### config.mk
export PLATFORM = sky130hd
export DESIGN_NAME = wt_direct_mapped_cache
export DESIGN_NICKNAME = d
export VERILOG_FILES = /design/src/rtl/wt_direct_mapped_cache_pkg.sv /design/src/rtl/wt_direct_mapped_cache_cache_line_array.sv /design/src/rtl/wt_direct_mapped_cache.sv
export SDC_FILE = /design/constraint.sdc
export NUM_CORES = 2
export LEC_CHECK = 0
export CORE_ASPECT_RATIO = 1.4
export CORE_MARGIN = 2
export CORE_UTILIZATION = 50
export CTS_CLUSTER_DIAMETER = 80
export DETAILED_ROUTE_END_ITERATION = 16
export PLACE_DENSITY = 0.66
export SYNTH_ARGS = -nofsm -noshare
export SYNTH_HDL_FRONTEND = slang
export SYNTH_SLANG_ARGS = --single-unit
### constraint.sdc
create_clock -name clk -period 6.99 [get_ports clk]
set_input_delay 0.699 -clock clk [delete_from_list [all_inputs] [get_ports clk]]
set_output_delay 0.699 -clock clk [all_outputs]
set_load 0.01 [all_outputs]
### src/rtl/wt_direct_mapped_cache_pkg.sv
// Shared types for the write-through direct-mapped cache: FSM states, memory
// request encoding and the byte-merge helper used by the line array.
package wt_direct_mapped_cache_pkg;

   typedef enum logic [2:0] {
      ST_IDLE      = 3'd0,
      ST_LOOKUP    = 3'd1,
      ST_MISS_REQ  = 3'd2,
      ST_MISS_WAIT = 3'd3,
      ST_WRITE     = 3'd4
   } state_t;

   localparam logic MEM_RW_READ  = 1'b0;
   localparam logic MEM_RW_WRITE = 1'b1;

   function automatic logic [31:0] merge_bytes(input logic [31:0] old_word,
                                               input logic [31:0] new_word,
                                               input logic [3:0]  mask);
      logic [31:0] result;
      result = old_word;
      for (int b = 0; b < 4; b++) begin
         if (mask[b]) result[8*b +: 8] = new_word[8*b +: 8];
      end
      return result;
   endfunction

endpackage

### src/rtl/wt_direct_mapped_cache_cache_line_array.sv
// Valid/tag/data storage for one-word lines; combinational read, one byte-masked
// write port (fill also sets tag and valid); reset invalidates every line at once.
module cache_line_array
   import wt_direct_mapped_cache_pkg::*;
#(
   parameter int INDEX_BITS = 6,
   parameter int TAG_W      = 24
) (
   input  logic                  clk,
   input  logic                  reset,
   input  logic [INDEX_BITS-1:0] idx,
   output logic                  rd_valid,
   output logic [TAG_W-1:0]      rd_tag,
   output logic [31:0]           rd_data,
   input  logic                  wr_en,
   input  logic                  wr_fill,
   input  logic [TAG_W-1:0]      wr_tag,
   input  logic [31:0]           wr_data,
   input  logic [3:0]            wr_mask
);

   localparam int LINES = 1 << INDEX_BITS;

   logic [LINES-1:0] valid_q;
   logic [TAG_W-1:0] tag_q  [LINES];
   logic [31:0]      data_q [LINES];

   assign rd_valid = valid_q[idx];
   assign rd_tag   = tag_q[idx];
   assign rd_data  = data_q[idx];

   always_ff @(posedge clk) begin
      if (reset) begin
         valid_q <= '0;
      end else if (wr_en && wr_fill) begin
         valid_q[idx] <= 1'b1;
      end
   end

   // Tag/data need no reset: a line is only trusted once its valid bit is set.
   always_ff @(posedge clk) begin
      if (wr_en) begin
         data_q[idx] <= merge_bytes(data_q[idx], wr_data, wr_mask);
         if (wr_fill) tag_q[idx] <= wr_tag;
      end
   end

endmodule

### src/rtl/wt_direct_mapped_cache.sv
// Write-through, no-write-allocate direct-mapped cache; read hit answers 1 cycle after
// accept, misses forward memory data in the response cycle; requests stall while busy.
module wt_direct_mapped_cache
   import wt_direct_mapped_cache_pkg::*;
#(
   parameter int INDEX_BITS = 6,
   parameter int ADDR_W     = 32
) (
   input  logic              clk,
   input  logic              reset,
   input  logic [ADDR_W-1:0] cpu_addr,
   input  logic              cpu_re,
   input  logic [3:0]        cpu_we,
   input  logic [31:0]       cpu_din,
   output logic [31:0]       cpu_dout,
   output logic              cpu_req_ready,
   output logic              cpu_resp_valid,
   output logic              mem_req_valid,
   input  logic              mem_req_ready,
   output logic              mem_req_rw,
   output logic [ADDR_W-1:0] mem_req_addr,
   output logic [31:0]       mem_req_data,
   output logic [3:0]        mem_req_mask,
   input  logic              mem_resp_valid,
   input  logic [31:0]       mem_resp_data
);

   localparam int                TAG_W     = ADDR_W - INDEX_BITS - 2;
   localparam logic [ADDR_W-1:0] WORD_MASK = ~ADDR_W'(3);

   state_t            state;
   logic [ADDR_W-1:0] req_addr;
   logic [3:0]        req_we;
   logic [31:0]       req_din;
   logic              wr_first;

   logic                  arr_valid;
   logic [TAG_W-1:0]      arr_tag;
   logic [31:0]           arr_data;
   logic [INDEX_BITS-1:0] req_idx;
   logic [TAG_W-1:0]      req_tag;
   logic                  hit, lookup_hit, fill, accept, arr_wr_en;

   assign req_idx    = req_addr[INDEX_BITS+1:2];
   assign req_tag    = req_addr[ADDR_W-1:INDEX_BITS+2];
   assign hit        = arr_valid && (arr_tag == req_tag);
   assign lookup_hit = (state == ST_LOOKUP) && hit;
   assign fill       = (state == ST_MISS_WAIT) && mem_resp_valid;

   assign cpu_req_ready  = (state == ST_IDLE) || lookup_hit;
   assign accept         = cpu_req_ready && (cpu_re || (cpu_we != 4'b0000));
   assign cpu_resp_valid = lookup_hit || fill;
   assign cpu_dout       = lookup_hit ? arr_data : (fill ? mem_resp_data : 32'h0);

   assign mem_req_valid = (state == ST_MISS_REQ) || (state == ST_WRITE);
   assign mem_req_rw    = (state == ST_WRITE) ? MEM_RW_WRITE : MEM_RW_READ;
   assign mem_req_addr  = mem_req_valid ? (req_addr & WORD_MASK) : '0;
   assign mem_req_data  = (state == ST_WRITE) ? req_din : 32'h0;
   assign mem_req_mask  = (state == ST_WRITE) ? req_we : 4'h0;

   // A write hit merges only on the first WRITE cycle; later stall cycles must not rewrite.
   assign arr_wr_en = fill || ((state == ST_WRITE) && wr_first && hit);

   cache_line_array #(
      .INDEX_BITS (INDEX_BITS),
      .TAG_W      (TAG_W)
   ) u_lines (
      .clk      (clk),
      .reset    (reset),
      .idx      (req_idx),
      .rd_valid (arr_valid),
      .rd_tag   (arr_tag),
      .rd_data  (arr_data),
      .wr_en    (arr_wr_en),
      .wr_fill  (fill),
      .wr_tag   (req_tag),
      .wr_data  (fill ? mem_resp_data : req_din),
      .wr_mask  (fill ? 4'hF : req_we)
   );

   always_ff @(posedge clk) begin
      if (reset) begin
         state    <= ST_IDLE;
         req_addr <= '0;
         req_we   <= 4'h0;
         req_din  <= 32'h0;
         wr_first <= 1'b0;
      end else begin
         wr_first <= 1'b0;
         if (accept) begin
            req_addr <= cpu_addr;
            req_we   <= cpu_we;
            req_din  <= cpu_din;
            wr_first <= (cpu_we != 4'b0000);
            state    <= (cpu_we != 4'b0000) ? ST_WRITE : ST_LOOKUP;
         end else begin
            case (state)
               ST_IDLE:      state <= ST_IDLE;
               ST_LOOKUP:    state <= hit ? ST_IDLE : ST_MISS_REQ;
               ST_MISS_REQ:  if (mem_req_ready) state <= ST_MISS_WAIT;
               ST_MISS_WAIT: if (mem_resp_valid) state <= ST_IDLE;
               ST_WRITE:     if (mem_req_ready) state <= ST_IDLE;
               default:      state <= ST_IDLE;
            endcase
         end
      end
   end

endmodule
==> impl_metrics.py <==
metrics = {
    "detailed_routing": {
        "first_pass_iters": 6,
        "drt_iter0_markers": 10700,
        "wl_um": 426000,
        "wl_per_cell_um": 36.9,
        "vias": 75300,
        "ant_nets": 0,
        "vias_per_cell": 6.51,
        "drc_errors": 0,
    },
    "pwr": {
        "power.switching_mw": 12.7,
        "power_frac_comb_pct": 12.5,
        "power.density_mw_per_mm2": 308,
        "seq_power_share_pct": 50.9,
        "swShare_pct": 24.7,
        "intPower_mw": 38.7,
        "total_power_mw": 51.4,
        "ir_drop_uv": 246,
        "clockPowerShare_pct": 36.6,
        "leakage_nw": 52.3,
    },
    "logic_synthesis": {
        "synth_top_area_share_pct": 74.0,
        "yosysUniqueCellTypes": 86,
        "synth_common_cells": "edfxtp_1, mux4_2, mux2i_1",
        "netlist_top_cells_area": "edfxtp_1, mux4_2, mux2i_1",
        "yosys.area.top_type": "edfxtp_1",
        "yosysSeqAreaShare_pct": 76.0,
        "yosysMostFrequentCell": "edfxtp_1",
        "yosysWarnings": 0,
        "synth_area_mm2": 0.145,
        "ys_seq_elements": 3724,
        "synthCells": 6909,
        "async_reset_ff_share_pct": 0,
        "synth_flop_cell": "edfxtp_1",
        "syn_area_per_cell_um2": 21.0,
        "synth_edf_count": 3584,
    },
    "job": {
        "cap_violations": 0,
    },
    "global_routing": {
        "grt_max_degree": 174,
        "grt_pass1_vias": 75700,
        "antenna_found_initial": 15,
        "grtUsageTotal_pct": 28.6,
        "grt_pass1_wl_um": 586000,
        "gr-total-overflow": 0,
    },
    "cts": {
        "htree_num_levels": 5,
        "cts_buffers": 353,
        "cts_buffer_depth": 4,
        "cts.sinks": 3724,
        "clk_latency_ns": 0.92,
        "cts-root-buf": "clkbuf_16",
        "path_clk_slew_ns": 0.07,
        "tritoncts": "built",
    },
    "finish": {
        "drive_gt1_share_pct": 26.8,
        "syn2layout_area_growth_pct": 14.9,
        "nets": 7607,
        "fin_cells": 11600,
    },
    "die": {
        "coreArea_mm2": 0.290,
        "die_h_um": 642,
        "die-area_mm2": 0.295,
        "initial_core_util_pct": 50.2,
        "pin_count": 209,
        "row_count": 234,
        "die_w_um": 460,
    },
    "place": {
        "place_inst": 10900,
        "portBuffers": 204,
        "place_congestion": 0.960,
        "post-place-ws_ns": 0.654,
        "hpwlAfterDp_um": 249000,
    },
    "critical_path": {
        "crit_path_max_fanout": 33,
        "reg2reg_to": "u_lines.data_q[29][31]$_DFFE_PP_",
        "crit_arrival_ns": 6.44,
        "path_class": "reg2out",
        "cp.required_ns": 6.29,
        "reg2reg_slack_ns": 0.97,
        "cp-end-kind": "output pin",
        "start_kind": "flip-flop",
        "reg2reg_depth": 14,
    },
    "sta": {
        "rsz0062_at_grt": "no",
        "setup_ws_ns": -0.148,
        "tightest_slew_ns": 1.27,
        "fin_crit_sh_pct": 102,
        "hold_violations": 0,
        "min_period_ns": 7.14,
        "whs_ns": 0.358,
        "setup_tns_ns": -2.76,
        "fin_skew_ns": 0.0813,
        "setup_viol": 33,
        "relSlewSlack_pct": 15.3,
        "fmax_ghz": 0.140,
        "slew_viol_final": 0,
    },
    "outcome": {
        "violations": "negative setup slack",
        "status": "finished, violations left",
    },
    "hold_path": {
        "hp-start": "cpu_din[30]",
        "worstHoldEndpoint": "req_din[30]$_SDFFE_PP0P_",
        "holdPathStages": 3,
        "hold_class": "in2reg",
    },
}
-- timing repair --
| item | CTS | global route |
|---|---|---|
| endpoints found under the setup margin | 34 | 33 |
| pin swaps | 0 | 0 |
| hold buffers | 0 | 0 |
| setup buffers | 7 | 7 |
| resized for setup | 3 | 4 |
-- final cells by class --
type	instances	area [um2]
multi-input cells	2773	33800
flip-flops and latches	3724	110000
repair buffers	641	6860
well taps	3776	4720
fillers	20800	123000
clock buffers	435	9250
inverters	9	47.5
clock inverters	183	1830
diodes	12	30.0
-- kinds of logic after synthesis --
| group | after synthesis | synth area share, % |
|---|---|---|
| other | 1 | 0.00258 |
| AO/OA/AOI/OAI | 435 | 2.12 |
| flip-flops | 3724 | 76.0 |
| buffers and inverters | 413 | 1.48 |
| multiplexers | 1350 | 17.0 |
| AND/OR/NAND/NOR | 966 | 3.31 |
| XOR/XNOR | 20 | 0.121 |
-- metrics by stage --
stage          utilization [%]  instance area, um2
5_1_grt                   57.7              167000
6_report                  57.7              167000
4_1_cts                   57.6              167000
3_5_place_dp              53.8              156000
3_3_place_gp              53.8              156000
2_1_floorplan                -              145000
-- critical path, cell delays in order (launching register included) --
cell	delay [ns]
dfxtp_4	0.86
inv_4	0.43
nor2_1	1.07
a32oi_1	0.48
nand4_1	0.23
mux2_2	0.18
o2111ai_1	0.20
nor4_2	0.25
nand4_2	0.32
nor4_4	0.37
buf_12	0.29
nand2_1	0.09
nand2_1	0.12
clkdlybuf4s50_1	0.57
-- power groups by stage --
stage                     sequential [mW]  combinational (mW)  clock (mW)
final                                26.2                6.41        18.8
after global routing                 26.2                6.70        19.8
after CTS                            26.2                6.34        19.0
after detailed placement             26.7                6.28           0
after global placement               26.7                6.10           0
after floorplan                      26.8                3.60           0
-- sequential cells by signal, summed over array words and instances, names as in the netlist, named ones only --
name and cells:
req_din 32, req_we 4, state 3, wr_first 1, req_addr 30, u_lines.tag_q 1536, u_lines.valid_q 64, u_lines.data_q 2048
-- cells in the final DEF (no fill, tap or decap), types with 14 or more instances in the layout --
cell and count:
a22oi_1 129, nand3_1 64, nor2b_1 25, clkinv_1 70, nor3_2 65, clkbuf_1 77, buf_4 315, clkdlybuf4s50_1 203
nand2_1 238, dfxtp_2 25, buf_12 121, o22ai_1 36, edfxtp_1 3584, dfxtp_1 109, nor2_4 29, clkinv_2 47
nor2_1 156, o21ai_4 32, nor3_1 23, mux4_2 890, and2_1 70, and3_1 14, nand2b_1 152, nand4_1 23
o21ai_0 21, nor2_2 40, bufinv_16 32, mux2_2 35, clkbuf_16 358, a21oi_1 82, xnor2_1 15, a221oi_1 16
mux2i_1 424
-- worst max-delay path by stage --
stage,start,to,slack [ns],cells past startpoint
4_1_cts,flip-flop,cpu_dout[29],0.01,14
6_report,flip-flop,cpu_dout[1],-0.15,13
3_5_place_dp,flip-flop,cpu_dout[1],0.65,14
2_1_floorplan,flip-flop,u_lines.data_q[0][6]$_DFFE_PP_,0.70,17
5_1_grt,flip-flop,cpu_dout[15],0.008,13
3_3_place_gp,flip-flop,cpu_dout[29],0.57,16
-- per-layer routing --
metal	part of all wire, %	global-route usage [%]	vias to the layer above
li1	-	-	29800
met1	35	35.4	40100
met2	49	47.1	4360
met3	9.4	5.81	973
met4	6.6	16.0	10
met5	0.069	0	-
Power figures use the tool's default switching activity.
